<file path="config.mk">
export PLATFORM = sky130hd
export DESIGN_NAME = traffic_sensor_cond
export DESIGN_NICKNAME = d
export VERILOG_FILES = /design/src/rtl/traffic_pkg.sv /design/src/rtl/sensor_channel.sv /design/src/rtl/traffic_sensor_cond.sv
export SDC_FILE = /design/constraint.sdc
export NUM_CORES = 1
export LEC_CHECK = 0
export ABC_AREA = 1
export BUFFER_PORTS_ARGS = -buffer_cell sky130_fd_sc_hd__clkbuf_2
export CORE_MARGIN = 3
export CORE_UTILIZATION = 40
export CTS_CLUSTER_DIAMETER = 200
export CTS_CLUSTER_SIZE = 14
export DETAILED_ROUTE_END_ITERATION = 16
export GPL_ROUTABILITY_DRIVEN = 1
export GPL_TIMING_DRIVEN = 0
export SLEW_MARGIN = 20
export SYNTH_ARGS = -nofsm -noshare
export SYNTH_HDL_FRONTEND = slang
export SYNTH_SLANG_ARGS = --single-unit
</file>
<file path="constraint.sdc">
create_clock -name clk -period 2.23 [get_ports clk]
set_input_delay 0.223 -clock clk [delete_from_list [all_inputs] [get_ports clk]]
set_output_delay 0.223 -clock clk [all_outputs]
set_load 0.01 [all_outputs]
</file>
<file path="src/rtl/traffic_pkg.sv">
// Shared definitions for the traffic sensor conditioner and the light controller:
// channel state encoding, internal counter width and default timing constants.
package traffic_pkg;

   localparam int TS_CNT_W                = 32;
   localparam int DEFAULT_DEBOUNCE_CYCLES = 1_000_000;
   localparam int DEFAULT_HOLD_CYCLES     = 50_000_000;
   localparam int DEFAULT_ARR_CNT_W       = 8;

   typedef enum logic [2:0] {
      ST_IDLE     = 3'd0,
      ST_QUAL_ON  = 3'd1,
      ST_ACTIVE   = 3'd2,
      ST_QUAL_OFF = 3'd3,
      ST_HOLD     = 3'd4
   } sensor_state_e;

   // Traffic is reported in every state from ACTIVE through the end of HOLD.
   function automatic logic traffic_of(input sensor_state_e st);
      return (st == ST_ACTIVE) || (st == ST_QUAL_OFF) || (st == ST_HOLD);
   endfunction

endpackage

</file>
<file path="src/rtl/sensor_channel.sv">
// One detector channel: 2-flop synchronizer, debounce/hold FSM with a registered
// traffic flag, arrival pulse and saturating arrival counter.
module sensor_channel
   import traffic_pkg::*;
#(
   parameter int DEBOUNCE_CYCLES = DEFAULT_DEBOUNCE_CYCLES,
   parameter int HOLD_CYCLES     = DEFAULT_HOLD_CYCLES,
   parameter int CNT_W           = DEFAULT_ARR_CNT_W
) (
   input  logic             clk,
   input  logic             reset,
   input  logic             i_raw,
   input  logic             i_clr_cnt,
   output logic             o_traffic,
   output logic             o_arr,
   output logic [CNT_W-1:0] o_cnt
);

   localparam logic [TS_CNT_W-1:0] DEB_LAST  = TS_CNT_W'(DEBOUNCE_CYCLES - 1);
   localparam logic [TS_CNT_W-1:0] HOLD_LAST = TS_CNT_W'(HOLD_CYCLES - 1);

   logic [1:0]          r_sync;
   sensor_state_e       r_state;
   logic [TS_CNT_W-1:0] r_cnt;
   logic                r_traffic;
   logic                r_arr;
   logic [CNT_W-1:0]    r_arr_cnt;
   logic                w_s;

   assign w_s = r_sync[1];

   // r_traffic is written only on the transitions that change traffic_of(state),
   // so it always equals the decode of r_state without a combinational path.
   // NOTE: all state here is sequential, so every assignment below is non-blocking.
   always_ff @(posedge clk) begin
      if (reset) begin
         r_sync    <= '0;
         r_state   <= ST_IDLE;
         r_cnt     <= '0;
         r_traffic <= 1'b0;
         r_arr     <= 1'b0;
         r_arr_cnt <= '0;
      end else begin
         r_sync <= {r_sync[0], i_raw};
         r_arr  <= 1'b0;

         case (r_state)
            ST_IDLE: begin
               if (w_s) begin
                  if (DEBOUNCE_CYCLES == 1) begin
                     r_state   <= ST_ACTIVE;
                     r_traffic <= 1'b1;
                     r_arr     <= 1'b1;
                  end else begin
                     r_state <= ST_QUAL_ON;
                     r_cnt   <= 32'd1;
                  end
               end
            end
            ST_QUAL_ON: begin
               if (!w_s) begin
                  r_state <= ST_IDLE;
               end else if (r_cnt == DEB_LAST) begin
                  r_state   <= ST_ACTIVE;
                  r_traffic <= 1'b1;
                  r_arr     <= 1'b1;
               end else begin
                  r_cnt <= r_cnt + 32'd1;
               end
            end
            ST_ACTIVE: begin
               if (!w_s) begin
                  if (DEBOUNCE_CYCLES == 1) begin
                     r_state <= ST_HOLD;
                     r_cnt   <= '0;
                  end else begin
                     r_state <= ST_QUAL_OFF;
                     r_cnt   <= 32'd1;
                  end
               end
            end
            ST_QUAL_OFF: begin
               if (w_s) begin
                  r_state <= ST_ACTIVE;
               end else if (r_cnt == DEB_LAST) begin
                  r_state <= ST_HOLD;
                  r_cnt   <= '0;
               end else begin
                  r_cnt <= r_cnt + 32'd1;
               end
            end
            ST_HOLD: begin
               // A returning car cancels the hold without counting as a new arrival.
               if (w_s) begin
                  r_state <= ST_ACTIVE;
               end else if (r_cnt == HOLD_LAST) begin
                  r_state   <= ST_IDLE;
                  r_traffic <= 1'b0;
               end else begin
                  r_cnt <= r_cnt + 32'd1;
               end
            end
            default: begin
               r_state   <= ST_IDLE;
               r_traffic <= 1'b0;
            end
         endcase

         if (i_clr_cnt) begin
            r_arr_cnt <= '0;
         end else if (r_arr && (r_arr_cnt != '1)) begin
            r_arr_cnt <= r_arr_cnt + 1'b1;
         end
      end
   end

   assign o_traffic = r_traffic;
   assign o_arr     = r_arr;
   assign o_cnt     = r_arr_cnt;

endmodule

</file>
<file path="src/rtl/traffic_sensor_cond.sv">
// Two independent car-detector conditioners (streets A and B) feeding the light
// controller's Ta/Tb inputs; this level only routes ports and shares clr_cnt.
module traffic_sensor_cond
   import traffic_pkg::*;
#(
   parameter int DEBOUNCE_CYCLES = DEFAULT_DEBOUNCE_CYCLES,
   parameter int HOLD_CYCLES     = DEFAULT_HOLD_CYCLES,
   parameter int CNT_W           = DEFAULT_ARR_CNT_W
) (
   input  logic             clk,
   input  logic             reset,
   input  logic             senA,
   input  logic             senB,
   input  logic             clr_cnt,
   output logic             Ta,
   output logic             Tb,
   output logic             arrA,
   output logic             arrB,
   output logic [CNT_W-1:0] cntA,
   output logic [CNT_W-1:0] cntB
);

   sensor_channel #(
      .DEBOUNCE_CYCLES (DEBOUNCE_CYCLES),
      .HOLD_CYCLES     (HOLD_CYCLES),
      .CNT_W           (CNT_W)
   ) u_chan_a (
      .clk       (clk),
      .reset     (reset),
      .i_raw     (senA),
      .i_clr_cnt (clr_cnt),
      .o_traffic (Ta),
      .o_arr     (arrA),
      .o_cnt     (cntA)
   );

   sensor_channel #(
      .DEBOUNCE_CYCLES (DEBOUNCE_CYCLES),
      .HOLD_CYCLES     (HOLD_CYCLES),
      .CNT_W           (CNT_W)
   ) u_chan_b (
      .clk       (clk),
      .reset     (reset),
      .i_raw     (senB),
      .i_clr_cnt (clr_cnt),
      .o_traffic (Tb),
      .o_arr     (arrB),
      .o_cnt     (cntB)
   );

endmodule

</file>
==> flow_summary_export.csv <==
group,metric,value,unit
sta,final.setup_skew,0.01269,ns
sta,fin_setup_tns,0,ns
sta,report.final.slew_viol_count,0,
critical_path,timing.critical_path.max_delay_family,"simple AND/OR/NAND/NOR gates",
drt,vias_per_instance,5.087,
critical_path,crit_chain,"ha_1 > nand2_2 > nor2_4 > nand3_1 > nor2_2 > nand2_4 > nand2_4 > nand2_1 > buf_2 > o21ai_0 > nand2_1 > nand2_1 > nor2_1",
final_layout,most-common-layout-cells,"sky130_fd_sc_hd__nand2_1, sky130_fd_sc_hd__nor2_1, sky130_fd_sc_hd__inv_1",
logic_synthesis,fraction_of_registers_with_async_set_or_reset_after_synthesis,0,%
critical_path,reg2reg_setup_slack,0.15,ns
drt,dr_wl_met2,8562,um
final_layout,flow.area_growth_from_synthesis,11.46,%
logic_synthesis,postSynthNetCount,1116,
critical_path,crit_required,2.48,ns
logic_synthesis,synth_enable_flop_cells,0,
drt,firstDrtPassIters,7,
clocking,clkLatencyLatePin,0.37,ns
clocking,cts-htree-levels,3,
sta,fin_crit_sh,93.31,%
final_layout,antenna-diode-count,0,
global_route,via_count_of_the_first_global_routing_pass,6319,
power_and_ir_drop,power,5.073,mW
clocking,ctsRootBufferMaster,"sky130_fd_sc_hd__clkbuf_16",
drt,final_antenna_net_count,0,
floorplanning,die-width,132.7,um
drt,drcViolationCount,0,
critical_path,worstPathMaxFanout,10,
placement,place.detailed.hpwl,15280,um
final_layout,final_net_count,1152,
clocking,cts_sinks,94,
placement,dpl_worst_slack,-0.07426,ns
clocking,clk_path_buf_depth,2,
logic_synthesis,sequential_share_of_the_synthesized_area,29.32,%
sta,final-hold-violation-count,0,
floorplanning,rows,45,
placement,globalplace.congestion,0.9743,
critical_path,cp_num_buf_inv,1,
critical_path,timing.critical_path.mode_cell,"sky130_fd_sc_hd__nand2_1",
clocking,tritoncts.num_buffers,9,
logic_synthesis,post_synth_main_area_contributors,"sky130_fd_sc_hd__dfxtp_1, sky130_fd_sc_hd__nand2_1, sky130_fd_sc_hd__nor2_1",
logic_synthesis,synthesis.area,6419,um^2
drt,vias,6913,
critical_path,delay_of_the_slowest_cell_on_the_worst_path,0.35,ns
clocking,clk_transition_reported_paths,0.07,ns
outcome,status,"complete, no violations",
critical_path,setup.worst_path.end_class,"flop",
sta,grt_setup_unrepaired,"yes",
final_layout,post_route_cells_drive_above_1_share,8.624,%
power_and_ir_drop,leakage,2.769,nW
floorplanning,design.core.area,15430,um^2
floorplanning,chipHeight,132.7,um
logic_synthesis,synthesis.instances,1107,
global_route,globalRouteTotalUtil,23.14,%
drt,routedLengthMet1,9949,um
sta,final-setup-viol-count,0,
power_and_ir_drop,vdd.ir_drop.worst,0.4687,mV
drt,routed_wl,20140,um
global_route,globalRoute.totalOverflow,0,
power_and_ir_drop,power.density_cell_area,709.0,nW/um^2
floorplanning,initial_core_util,41.61,%
logic_synthesis,syn-mean-instance-area,5.798,um^2
logic_synthesis,post_synth_num_cell_types,35,
final_layout,layout_commonest_cell,"sky130_fd_sc_hd__nand2_1",
sta,min_period,2.081,ns
critical_path,critical-path-slowest-cell,"sky130_fd_sc_hd__dfxtp_1",
critical_path,criticalPathCategory,"reg -> reg",
sta,finalWorstSetupSlack,0.1491,ns
logic_synthesis,synth.yosys.warnings,0,
drt,detailroute.wirelength.met3,1214,um
floorplanning,design.die.area,17600,um^2
clocking,tritoncts,"done",
critical_path,critical_path_arrival,2.33,ns
job,maxCapViolations,0,
logic_synthesis,synth_top_area_share,29.32,%
logic_synthesis,synth_flop_cell,"sky130_fd_sc_hd__dfxtp_1",
sta,slew_headroom,52.89,%
global_route,antenna_found_initial,0,
worst_hold_path,min_path_type,"in -> reg",
global_route,grt_first_pass_wirelength,32790,um
drt,drt-wirelength-per-cell,14.82,um
sta,worst_slew_pin_slew,0.7066,ns
sta,max_freq,480.6,MHz
global_route,grt_start_max_net_pins,19,
floorplanning,design.portCount,25,
critical_path,cp-start-kind,"flop",
logic_synthesis,ys_seq_elements,94,
drt,maxUsedRoutingLayer,"met4",
logic_synthesis,synth_area_leader_cell,"sky130_fd_sc_hd__dfxtp_1",
drt,drt_iter0_drc,645,
placement,buffer_ports.inserted,24,
-- power by group --
group | leakage, nW | internal [mW] | switching, mW
Clock | 0.138 | 0.787 | 0.787
Sequential | 0.762 | 1.78 | 0.126
Combinational | 1.87 | 0.474 | 1.12
Total | 2.77 | 3.04 | 2.03
-- cell families after synthesis --
group	after synthesis	synth area share, %
DFF	94	29.32
and+or+nand+nor	689	44.66
adders and majority gates	4	0.7798
xor gates and xnor gates	29	3.957
AOI/OAI and AO/OA	138	11.27
buffers and inverters	153	10.02
-- sequential cells by signal, summed over array words and instances (netlist names), 2 cells and up --
register          flops
u_chan_b.r_state      3
u_chan_a.r_sync       2
u_chan_a.o_cnt        8
u_chan_b.r_sync       2
u_chan_a.r_cnt       32
u_chan_a.r_state      3
u_chan_b.o_cnt        8
u_chan_b.r_cnt       32
-- worst reg2reg max path: cells and delay by family, from the launching register on --
kind / cells / cell delay [ns]
simple gates: 10 / 1.11
flops: 1 / 0.35
fa+ha+maj: 1 / 0.20
buf+inv: 1 / 0.20
compound gates: 1 / 0.10
-- per-stage QoR --
stage	hold WS, ns	std cells	util (%)	area (um^2)
after floorplan	0.3300	1107	-	6419
after global placement	0.3896	1342	44.10	6803
after detailed placement	0.3984	1342	44.10	6803
after CTS	0.03430	1359	46.12	7114
after global routing	0.06185	1359	46.37	7154
final	0.04491	1359	46.37	7154
-- routing by layer --
| layer | GRT usage (%) | vias to the layer above |
|---|---|---|
| met1 | 33.45 | 3125 |
| met3 | 4.829 | 35 |
| met4 | 5.774 | 0 |
| met2 | 35.22 | 185 |
| met5 | 0 | - |
| li1 | - | 3568 |
-- cell usage after synthesis (2+ instances only) --
| library cell | instances |
|---|---|
| sky130_fd_sc_hd__nor3_1 | 20 |
| sky130_fd_sc_hd__buf_2 | 13 |
| sky130_fd_sc_hd__ha_1 | 4 |
| sky130_fd_sc_hd__nor2_1 | 193 |
| sky130_fd_sc_hd__xor2_1 | 26 |
| sky130_fd_sc_hd__xnor2_1 | 3 |
| sky130_fd_sc_hd__o31ai_1 | 2 |
| sky130_fd_sc_hd__o21ai_1 | 3 |
| sky130_fd_sc_hd__dfxtp_1 | 94 |
| sky130_fd_sc_hd__nor3b_1 | 2 |
| sky130_fd_sc_hd__buf_4 | 4 |
| sky130_fd_sc_hd__a21oi_1 | 85 |
| sky130_fd_sc_hd__nand2_1 | 355 |
| sky130_fd_sc_hd__nand3b_1 | 3 |
| sky130_fd_sc_hd__buf_1 | 2 |
| sky130_fd_sc_hd__o21a_1 | 2 |
| sky130_fd_sc_hd__a22oi_1 | 2 |
| sky130_fd_sc_hd__o21ai_0 | 36 |
| sky130_fd_sc_hd__nand3_2 | 2 |
| sky130_fd_sc_hd__buf_6 | 5 |
| sky130_fd_sc_hd__inv_1 | 119 |
| sky130_fd_sc_hd__nor2_4 | 4 |
| sky130_fd_sc_hd__clkbuf_1 | 8 |
| sky130_fd_sc_hd__nor4_1 | 3 |
| sky130_fd_sc_hd__o21bai_1 | 3 |
| sky130_fd_sc_hd__a21o_1 | 2 |
| sky130_fd_sc_hd__inv_2 | 2 |
| sky130_fd_sc_hd__nand4_1 | 16 |
| sky130_fd_sc_hd__nand2_2 | 7 |
| sky130_fd_sc_hd__nor2_2 | 8 |
| sky130_fd_sc_hd__nand3_1 | 74 |
| sky130_fd_sc_hd__o22ai_1 | 2 |
-- area by class of cell --
type	instances	area, um^2
inverters	121	454.2
fillers	1701	8273
multi-input cells	860	3936
repair buffers	25	127.6
clock buffers	9	225.2
flip-flops and latches	94	1889
well taps	211	264.0
clock inverters	7	66.31
plain buffers	32	191.4
-- worst paths after layout --
check,start,end,depth (start not counted)
max reg2reg,u_chan_a.r_cnt[1],u_chan_a.r_cnt[3],13
min,senA,u_chan_a.r_sync[0],3
max,u_chan_a.r_cnt[1],u_chan_a.r_cnt[3],13
min reg2reg,u_chan_a.r_sync[0],u_chan_a.r_sync[1],2
-- timing repair --
action                     in CTS  in global routing
buffers inserted                1                  0
setup endpoints to repair      13                 70
pin swaps                       1                  1
resized for setup               3                 15
hold buffers                    0                  0
Power figures use the tool's default switching activity.
